===== config.mk =====
export PLATFORM = sky130hd
export DESIGN_NAME = piso_serializer_flat
export DESIGN_NICKNAME = d
export VERILOG_FILES = /design/src/rtl/piso_serializer_if.sv /design/src/rtl/piso_serializer.sv /design/src/flat_wrapper.sv
export SDC_FILE = /design/constraint.sdc
export NUM_CORES = 1
export LEC_CHECK = 0
export CELL_PAD_IN_SITES_DETAIL_PLACEMENT = 1
export CELL_PAD_IN_SITES_GLOBAL_PLACEMENT = 2
export CORE_UTILIZATION = 26
export DETAILED_ROUTE_END_ITERATION = 10
export HOLD_SLACK_MARGIN = 0.06
export PLACE_DENSITY = 0.82
export RECOVER_POWER = 50
export SKIP_LAST_GASP = 1
export SYNTH_ARGS = -nofsm -noshare
export SYNTH_HDL_FRONTEND = slang
export SYNTH_SLANG_ARGS = --single-unit

===== constraint.sdc =====
create_clock -name clk -period 2.61 [get_ports clk]
set_input_delay 0.3915 -clock clk [delete_from_list [all_inputs] [get_ports clk]]
set_output_delay 0.3915 -clock clk [all_outputs]
set_load 0.005 [all_outputs]

===== src/rtl/piso_serializer_if.sv =====
// Load handshake and serial-side signals of the PISO serializer.
// The master modport belongs to the producer/link side; the slave modport belongs to the serializer.
interface piso_serializer_if #(
    parameter int unsigned WIDTH = 4
);
    logic             load_valid;
    logic [WIDTH-1:0] load_data;
    logic             load_ready;
    logic             shift_en;
    logic             ser_out;
    logic             ser_valid;
    logic             ser_last;
    logic             busy;

    modport master (
        output load_valid, load_data, shift_en,
        input  load_ready, ser_out, ser_valid, ser_last, busy
    );

    modport slave (
        input  load_valid, load_data, shift_en,
        output load_ready, ser_out, ser_valid, ser_last, busy
    );
endinterface


===== src/rtl/piso_serializer.sv =====
// Parallel-in/serial-out shifter that emits one bit per enabled clock and flags the last bit of each word.
// A new word can load on the final enabled bit, so back-to-back words leave no idle gap.
module piso_serializer #(
    parameter int unsigned WIDTH     = 4,
    parameter bit          MSB_FIRST = 1'b0
) (
    input  logic              clk,
    input  logic              rst,
    piso_serializer_if.slave  bus
);
    localparam int unsigned CNT_W = (WIDTH > 1) ? $clog2(WIDTH) : 1;
    localparam logic [CNT_W-1:0] CNT_LAST = CNT_W'(WIDTH - 1);

    typedef enum logic {
        S_IDLE  = 1'b0,
        S_SHIFT = 1'b1
    } state_t;

    state_t           state_q, state_d;
    logic [WIDTH-1:0] sreg_q, sreg_d;
    logic [CNT_W-1:0] cnt_q, cnt_d;

    logic             last_c;
    logic             ready_c;
    logic             load_hs_c;
    logic [WIDTH-1:0] sreg_shift_c;

    // The shift moves bits toward whichever end feeds ser_out; vacated positions fill with zero.
    assign sreg_shift_c = MSB_FIRST ? {sreg_q[WIDTH-2:0], 1'b0}
                                    : {1'b0, sreg_q[WIDTH-1:1]};

    assign last_c    = (state_q == S_SHIFT) && (cnt_q == CNT_LAST);
    assign ready_c   = !rst && ((state_q == S_IDLE) || (last_c && bus.shift_en));
    assign load_hs_c = bus.load_valid && ready_c;

    // Status outputs come directly from state, so ser_out has no added combinational path.
    assign bus.load_ready = ready_c;
    assign bus.ser_valid  = (state_q == S_SHIFT);
    assign bus.busy       = (state_q == S_SHIFT);
    assign bus.ser_last   = last_c;
    assign bus.ser_out    = (state_q == S_SHIFT) ? (MSB_FIRST ? sreg_q[WIDTH-1] : sreg_q[0])
                                                 : 1'b0;

    always_ff @(posedge clk) begin
        if (rst) begin
            state_q <= S_IDLE;
            sreg_q  <= '0;
            cnt_q   <= '0;
        end else begin
            state_q <= state_d;
            sreg_q  <= sreg_d;
            cnt_q   <= cnt_d;
        end
    end

    // The next state and datapath load only on an enabled bit; a stall holds everything.
    always_comb begin
        state_d = state_q;
        sreg_d  = sreg_q;
        cnt_d   = cnt_q;
        case (state_q)
            S_IDLE: begin
                if (load_hs_c) begin
                    sreg_d  = bus.load_data;
                    cnt_d   = '0;
                    state_d = S_SHIFT;
                end
            end
            S_SHIFT: begin
                if (bus.shift_en) begin
                    if (last_c) begin
                        cnt_d = '0;
                        if (load_hs_c) begin
                            sreg_d = bus.load_data;
                        end else begin
                            sreg_d  = '0;
                            state_d = S_IDLE;
                        end
                    end else begin
                        sreg_d = sreg_shift_c;
                        cnt_d  = cnt_q + CNT_W'(1);
                    end
                end
            end
            default: begin
                state_d = S_IDLE;
            end
        endcase
    end
endmodule


===== src/flat_wrapper.sv =====
// flat-port wrapper written by rule: the top's interface ports become plain ports
module piso_serializer_flat 
#(
    parameter int unsigned WIDTH     = 4,
    parameter bit          MSB_FIRST = 1'b0
)
  (clk, rst, bus_load_valid, bus_load_data, bus_shift_en, bus_load_ready, bus_ser_out, bus_ser_valid, bus_ser_last, bus_busy);
  piso_serializer_if #(.WIDTH(WIDTH)) bus_i ();
  input  logic clk;
  input  logic rst;
  input wire logic [$bits(bus_i.load_valid)-1:0] bus_load_valid;
  input wire logic [$bits(bus_i.load_data)-1:0] bus_load_data;
  input wire logic [$bits(bus_i.shift_en)-1:0] bus_shift_en;
  output wire logic [$bits(bus_i.load_ready)-1:0] bus_load_ready;
  output wire logic [$bits(bus_i.ser_out)-1:0] bus_ser_out;
  output wire logic [$bits(bus_i.ser_valid)-1:0] bus_ser_valid;
  output wire logic [$bits(bus_i.ser_last)-1:0] bus_ser_last;
  output wire logic [$bits(bus_i.busy)-1:0] bus_busy;
  assign bus_i.load_valid = bus_load_valid;
  assign bus_i.load_data = bus_load_data;
  assign bus_i.shift_en = bus_shift_en;
  assign bus_load_ready = bus_i.load_ready;
  assign bus_ser_out = bus_i.ser_out;
  assign bus_ser_valid = bus_i.ser_valid;
  assign bus_ser_last = bus_i.ser_last;
  assign bus_busy = bus_i.busy;
  piso_serializer #(.WIDTH(WIDTH), .MSB_FIRST(MSB_FIRST)) u_core (.clk(clk), .rst(rst), .bus(bus_i));
endmodule

* After elaboration in Yosys (flattened, before gate mapping)
Cells that the tools add are included.
Storage, ports and cells: register bits after elaboration 7, bits of input ports 8, word-level logic and storage cells 29
Cells by class: add/subtract/negate cells 1, equality and inequality tests 3, muxes and demuxes 14, bitwise operators 1, reductions and logical operators 7
Operators with widths (count):
- $mux W4 | 4
- $pmux W4 S2 | 1
- $mux W2 | 3
- $logic_and A1 B1 Y1 | 4
- $mux W1 | 4
- $pmux W2 S2 | 1
- $add A2 B1 Y2 const B | 1
- $eq A2 B2 Y1 const B | 1
- $ne A2 B1 Y1 const B | 1
- $ne A2 B2 Y1 const B | 1
- $pmux W1 S2 | 1
- $reduce_and A2 Y1 | 1
- $logic_not A1 Y1 | 1
- $logic_or A1 B1 Y1 | 1
- $not A1 Y1 | 1

* Longest topological paths before layout
Gate-level depths: netlist (run 1).
word-level depth 10, gate-level depth with buffers 5, depth with buffers taken out 4

* Worst setup path after synthesis (run 1)
No wires, ideal clock.
path kind input to register, start input rst, end register u_core.sreg_q[0], arrival time 1355 ps, required time 2524 ps, path slack 1169 ps, stages 5, path through buf_6 > or3b_1 > buf_6 > and2_4 > a221oi_2
Between the ends: longest elaborated chain between the ends 7
RTL lines:
- from (decl) | RTL line flat_wrapper.sv:10 | input logic rst;
- $logic_not A1 Y1 | RTL line piso_serializer.sv:33 | assign ready_c = !rst && ((state_q == S_IDLE) || (last_c && bus.shift_en));
- $logic_and A1 B1 Y1 | RTL line piso_serializer.sv:33
- $logic_and A1 B1 Y1 | RTL line piso_serializer.sv:34 | assign load_hs_c = bus.load_valid && ready_c;
- $mux W4 | RTL line piso_serializer.sv:73 | if (load_hs_c) begin
- $mux W4 | RTL line piso_serializer.sv:71 | if (last_c) begin
- $mux W4 | RTL line piso_serializer.sv:70 | if (bus.shift_en) begin
- $pmux W4 S2 | RTL line piso_serializer.sv:61 | case (state_q)
- to (signal assigned) | RTL line piso_serializer.sv:51 | sreg_q <= sreg_d;
- to (decl) | RTL line piso_serializer.sv:20 | logic [WIDTH-1:0] sreg_q, sreg_d;
Parallel ways exist; a longest one is shown, timed or not. The select of a mux whose other input is x is not followed. A chain may end at the register's enable or synchronous reset.

* Worst setup path in the final report (run 1)
start input bus_shift_en, end output bus_load_ready
Between the ends: longest elaborated chain between the ends 3
RTL lines:
- from (decl) | RTL line flat_wrapper.sv:13 | input wire logic [$bits(bus_i.shift_en)-1:0] bus_shift_en;
- $logic_and A1 B1 Y1 | RTL line piso_serializer.sv:33
- $logic_or A1 B1 Y1 | RTL line piso_serializer.sv:33
- $logic_and A1 B1 Y1 | RTL line piso_serializer.sv:33
- to (decl) | RTL line flat_wrapper.sv:14 | output wire logic [$bits(bus_i.load_ready)-1:0] bus_load_ready;
No other way between the ends.

==> results.py, run 1 <==
metrics = {
    "timing": {
        "timing.final.crit_share_pct": 80.94,
        "slew_viol_final": 0,
        "tns_ns": 0,
        "tightest_slew_ns": 0.3181,
        "max_freq_ghz": 0.4733,
        "relSlewSlack_pct": 78.61,
        "setup_violations": 0,
        "rsz0062_at_grt": "no",
        "fin_ws_ns": 0.4974,
        "period_needed_ns": 2.113,
        "finalHoldViolCount": 0,
        "clock_skew_ns": 0.003733,
    },
    "worst_setup_path": {
        "critical_path_class": "in -> out",
        "endpoint_kind": "primary output",
        "arrival_ns": 1.72,
        "timing.rr.end": "u_core.sreg_q[0]",
        "rr_worst_depth": 3,
        "slowest_stage": "clkdlybuf4s50_1",
        "rrSetupSlack_ns": 1.17,
        "path_delay_family": "buffers and inverters",
        "crit_path_start_kind": "input port",
        "timing.rr.start": "u_core.bus.busy",
        "crit_top_cell": "clkdlybuf4s50_1",
        "critPathMaxStageDelay_ns": 0.54,
        "path_cells": "clkdlybuf4s50_1 -> a21boi_0 -> nor2_1 -> clkdlybuf4s50_1",
        "crit_fanout": 5,
        "cp.buffers_inverters": 2,
        "cp.required_ns": 2.22,
    },
    "global_route": {
        "grt_pass1_wl_um": 1449,
        "grt_max_degree": 10,
        "grt_antenna_before_repair": 0,
        "track_usage_pct": 14.03,
        "grt-ovfl-total": 0,
        "first_global_vias": 342,
    },
    "pwr": {
        "p_per_area_nw_per_um2": 504.6,
        "leakagePower_nw": 0.2074,
        "ir_worst_vdd_mv": 0.2809,
    },
    "yosys": {
        "synth_largest_area_cell": "dfxtp_1",
        "synth_edf_count": 0,
        "synth_common_cells": "dfxtp_1, nor2_1, o21ai_0",
        "syn_area_um2": 402.9,
        "synth.top_cells.by_area": "dfxtp_1, a221oi_2, o21ai_0",
        "synth-seq-area-share_pct": 34.78,
        "synth_warnings": 0,
        "synthCells": 46,
        "yosysTopAreaCellShare_pct": 34.78,
        "yosysUniqueCellTypes": 22,
        "syn-num-nets": 55,
        "synth_area_per_cell_um2": 8.758,
        "synthFlopType": "dfxtp_1",
        "yosysMostFrequentCell": "dfxtp_1",
        "synthArstFlopShare_pct": 0,
        "synth.ff_latch_count": 7,
    },
    "drt": {
        "wl_um": 919,
        "dr.pass1.iters": 2,
        "ant_nets": 0,
        "first_iter_violations": 2,
        "drc": 0,
        "viasPerCell": 5.013,
        "vias": 376,
        "wire_per_inst_um": 12.25,
    },
    "final_layout": {
        "finalNonFillerCells": 75,
        "drive_gt1_share_pct": 11.67,
        "antenna_cells": 0,
        "final_nets": 70,
        "seq_area_um2": 140.1,
        "synthToLayoutAreaGrowth_pct": 34.78,
        "multiInputGateArea_um2": 219.0,
        "fillers": 169,
    },
    "cts": {
        "cts_root_buf": "clkbuf_4",
        "htree_num_levels": 1,
        "clock_latency_ns": 0.25,
        "path_clk_slew_ns": 0.05,
        "cts_hold_buf": 0,
        "cts_setup_buffers": 0,
        "cts_resized": 0,
        "ctsLongestPathBuffers": 2,
        "cts_tree": "built",
        "cts_made_buffers": 3,
        "cts_sinks": 7,
    },
    "die": {
        "io_pins": 13,
        "core_area_um2": 1366,
        "design.die.area_um2": 1711,
        "die_x_um": 41.37,
        "start_util_pct": 29.49,
        "die_y_um": 41.37,
        "num_rows": 13,
    },
    "hold_path": {
        "hold_depth": 2,
        "hold_class": "reg -> reg",
        "worstHoldStart": "u_core.sreg_q[3]",
        "hold_path_end": "u_core.sreg_q[3]",
    },
    "place": {
        "dp.cells": 71,
        "pre_cts_ws_ns": 0.5132,
        "hpwl_um": 669.2,
        "gp_congestion": 0.7150,
        "port_buffers": 12,
    },
    "run": {
        "cap_violations": 0,
    },
    "outcome": {
        "status": "completed",
    },
}
-- area by class of cell --
cell class | instances | share of cell area (%)
inverters | 3 | 2.074
clock buffers | 4 | 4.839
flip-flops and latches | 7 | 25.81
well taps | 15 | 3.456
multi-input cells | 33 | 40.32
repair buffers | 13 | 23.50
-- cell families after synthesis --
| group | after synthesis | synth area share [%] |
|---|---|---|
| flops | 7 | 34.78 |
| compound gates | 14 | 24.85 |
| simple gates | 18 | 27.02 |
| fa+ha+maj | 1 | 3.105 |
| buf+inv | 6 | 10.25 |
-- per-stage QoR --
step | hold WS (ns) | power (mW) | instance area [um^2] | util, %
6_report | 0.4711 | 0.2740 | 543.0 | 39.74
5_1_grt | 0.5006 | 0.2944 | 543.0 | 39.74
4_1_cts | 0.4746 | 0.2830 | 545.5 | 39.93
3_5_place_dp | 0.4660 | 0.1766 | 519.2 | 38.00
3_3_place_gp | 0.4593 | 0.1761 | 519.2 | 38.00
2_1_floorplan | 0.4411 | 0.1547 | 402.9 | -
-- where the power goes --
part           internal (mW)  leakage (nW)  switching (mW)  total (mW)
clock                 0.0585        0.0150          0.0429       0.101
combinational         0.0300         0.135          0.0230      0.0530
sequential             0.115        0.0577         0.00497       0.120
total                  0.203         0.207          0.0709       0.274
-- layer usage --
| layer | vias to the layer above | wire length (um) | global-route usage, % | part of all wire, % |
|---|---|---|---|---|
| met1 | 170 | 432 | 16.29 | 47 |
| met3 | 0 | 73 | 9.574 | 7.9 |
| li1 | 194 | - | - | - |
| met5 | - | 0 | 0 | 0 |
| met4 | 0 | 0 | 2.419 | 0 |
| met2 | 12 | 413 | 21.48 | 45 |
-- sequential cells by signal (all words and copies together), names as in the netlist --
name and count:
u_core.bus.busy 1, u_core.cnt_q 2, u_core.sreg_q 4
-- placed cells by master (no fill, tap or decap) --
master           synthesis  routed
and2_0                   0       1
a21oi_1                  3       3
nand2_1                  1       1
a221oi_2                 2       2
clkdlybuf4s50_1          0      11
and4b_2                  1       1
dfxtp_1                  7       7
and2_1                   1       1
clkbuf_4                 0       3
clkbuf_1                 0       1
nor2b_1                  3       3
nor4bb_1                 1       1
o21ai_0                  5       5
dlygate4sd3_1            0       1
a22oi_1                  1       1
inv_1                    3       3
a221oi_1                 1       1
nand3_1                  3       3
nand3b_1                 1       1
a21boi_0                 1       1
a31oi_1                  1       1
ha_1                     1       1
buf_4                    1       1
or3b_1                   1       1
nor2_1                   5       5
-- worst reg2reg max path, stage by stage, from the launching register on --
cell	delay [ns]
dfxtp_1	0.37
or3b_1	0.50
and2_0	0.23
a221oi_2	0.27
-- how the worst max path moves through the flow --
stage,endpoint,start,depth (start not counted)
global route,bus_load_ready,u_core.cnt_q[0],4
floorplan,u_core.sreg_q[0],rst,5
finish,bus_load_ready,bus_shift_en,4
global placement,bus_load_ready,bus_shift_en,4
detailed placement,bus_load_ready,bus_shift_en,4
CTS,bus_load_ready,bus_shift_en,4
No activity file was read; power rests on OpenSTA's default activity.
==> inputs of run 2 (changes only) <==
--- a/config.mk
+++ b/config.mk
@@ -7,10 +7,10 @@
 export LEC_CHECK = 0
 export CELL_PAD_IN_SITES_DETAIL_PLACEMENT = 1
 export CELL_PAD_IN_SITES_GLOBAL_PLACEMENT = 2
-export CORE_UTILIZATION = 26
+export CORE_UTILIZATION = 21
 export DETAILED_ROUTE_END_ITERATION = 10
 export HOLD_SLACK_MARGIN = 0.06
-export PLACE_DENSITY = 0.82
+export PLACE_DENSITY = 0.72
 export RECOVER_POWER = 50
 export SKIP_LAST_GASP = 1
 export SYNTH_ARGS = -nofsm -noshare
==> constraint.sdc (replaced) <==
create_clock -name clk -period 1.9 [get_ports clk]
set_input_delay 0.285 -clock clk [delete_from_list [all_inputs] [get_ports clk]]
set_output_delay 0.285 -clock clk [all_outputs]
set_load 0.005 [all_outputs]
==> results.py, run 2 (same netlist as run 1, synthesis figures left out) <==
metrics = {
    "outcome": {
        "status": "completed",
    },
    "place": {
        "port_buffers": 12,
        "hpwl_um": 765.4,
        "place_area_um2": 569.3,
        "dp.cells": 86,
        "gp_congestion": 0.7058,
    },
    "cts": {
        "cts_hold_buf": 0,
        "cts_tree": "built",
        "cts_resized": 2,
        "cts_sinks": 7,
        "htree_num_levels": 1,
        "cts_root_buf": "clkbuf_4",
        "ctsLongestPathBuffers": 2,
        "cts_setup_buffers": 0,
        "clock_latency_ns": 0.27,
        "path_clk_slew_ns": 0.05,
        "cts_made_buffers": 3,
    },
    "final_layout": {
        "utilization_pct": 33.76,
        "finalNonFillerCells": 90,
        "final_nets": 75,
        "multiInputGateArea_um2": 222.7,
        "final_cell_mix": "clkdlybuf4s50_1, nor2_1, o21ai_0, buf_4, dfxtp_1",
        "largest_reg_flops": 4,
        "synthToLayoutAreaGrowth_pct": 47.83,
        "drive_gt1_share_pct": 21.54,
        "final_area_um2": 595.6,
        "seq_area_um2": 142.6,
        "fillers": 221,
        "antenna_cells": 0,
        "largest-register": "u_core.sreg_q",
        "layout_commonest_cell": "clkdlybuf4s50_1",
    },
    "worst_setup_path": {
        "path_cells": "ha_1 -> buf_4 -> and2_1 -> clkdlybuf4s50_1",
        "crit_path_start_kind": "register",
        "endpoint_kind": "primary output",
        "critical_path_class": "reg -> out",
        "slowest_stage": "clkdlybuf4s50_1",
        "crit_fanout": 6,
        "arrival_ns": 1.54,
        "cp.required_ns": 1.62,
        "critPathMaxStageDelay_ns": 0.43,
    },
    "timing": {
        "rsz0062_at_grt": "yes",
        "setup_violations": 0,
        "relSlewSlack_pct": 83.66,
        "timing.final.crit_share_pct": 96.30,
        "clock_skew_ns": 0.002218,
        "max_freq_ghz": 0.5466,
        "period_needed_ns": 1.830,
        "slew_viol_final": 0,
        "tightest_slew_ns": 0.2418,
        "finalHoldViolCount": 0,
    },
    "run": {
        "cap_violations": 0,
    },
    "die": {
        "die_y_um": 45.80,
        "core_area_um2": 1764,
        "num_rows": 15,
        "design.die.area_um2": 2098,
        "die_x_um": 45.80,
        "io_pins": 13,
        "start_util_pct": 22.84,
    },
    "pwr": {
        "p_sw_mw": 0.1061,
        "leakagePower_nw": 0.2303,
        "p_int_mw": 0.2851,
        "ir_worst_vdd_mv": 0.3023,
        "power.share.switching_pct": 27.12,
        "combPwrFrac_pct": 20.2,
        "p_per_area_nw_per_um2": 656.8,
        "p_seq_share_pct": 42.3,
        "pwr-share-clk_pct": 37.5,
    },
    "drt": {
        "drc": 0,
        "vias": 402,
        "first_iter_violations": 3,
        "wire_per_inst_um": 11.43,
        "viasPerCell": 4.467,
        "wl_um": 1029,
        "ant_nets": 0,
        "dr.pass1.iters": 4,
    },
    "global_route": {
        "track_usage_pct": 11.55,
        "grt-ovfl-total": 0,
        "grt_antenna_before_repair": 0,
        "grt_pass1_wl_um": 1524,
        "grt_max_degree": 10,
        "first_global_vias": 366,
    },
    "hold_path": {
        "hold_class": "reg -> reg",
    },
}
## run 2: changes by cell type in the layout (fill, tap and decap cells not counted), sizes merged
cell,delta
clkbuf,+1
buf,+4
## run 2: path summary, 6_finish.rpt
kind / from / end / slack [ns] / cells past startpoint
worst max-delay path: u_core.cnt_q[0] / bus_ser_last / 0.07 / 4
worst min-delay path: u_core.sreg_q[0] / u_core.sreg_q[0] / 0.47 / 2
worst max register to register: u_core.bus.busy / u_core.sreg_q[0] / 0.53 / 3
worst min register to register: u_core.sreg_q[0] / u_core.sreg_q[0] / 0.47 / 2
## run 2: power by group through the flow
| stage | Clock (mW) | Sequential [mW] | Combinational [mW] |
|---|---|---|---|
| CTS | 0.154 | 0.165 | 0.0835 |
| global placement | 0 | 0.168 | 0.0813 |
| finish | 0.147 | 0.165 | 0.0791 |
| floorplan | 0 | 0.166 | 0.0468 |
| global route | 0.159 | 0.166 | 0.0874 |
| detailed placement | 0 | 0.168 | 0.0820 |
## run 2: worst max-delay path: cells and delay by family (launching register included)
| kind | cells | cell delay, ns |
|---|---|---|
| fa+ha+maj | 1 | 0.21 |
| flops | 1 | 0.33 |
| simple gates | 1 | 0.15 |
| buf+inv | 2 | 0.59 |
## run 2: final cells by class
class	count	share of cell area [%]
Sequential cell	7	23.95
Multi-Input combinational cell	33	37.40
Tap cell	25	5.252
Inverter	3	1.891
Timing Repair Buffer	18	27.10
Clock buffer	4	4.412
## run 2: metal layers
metal	GRT usage, %	wire length (um)
met1	12.09	472
met5	0	0
met3	5.952	85
met2	16.57	430
met4	10.59	41
## run 2: per-stage QoR
| step | setup WS [ns] | hold WS (ns) | power (mW) | setup TNS, ns |
|---|---|---|---|---|
| 2_1_floorplan | 0.5650 | 0.4057 | 0.2125 | 0 |
| 3_3_place_gp | 0.06999 | 0.4532 | 0.2495 | 0 |
| 3_5_place_dp | 0.03131 | 0.4648 | 0.2504 | 0 |
| 4_1_cts | 0.01702 | 0.4742 | 0.4030 | 0 |
| 5_1_grt | -0.004216 | 0.4941 | 0.4126 | -0.004216 |
| 6_report | 0.07039 | 0.4689 | 0.3912 | 0 |
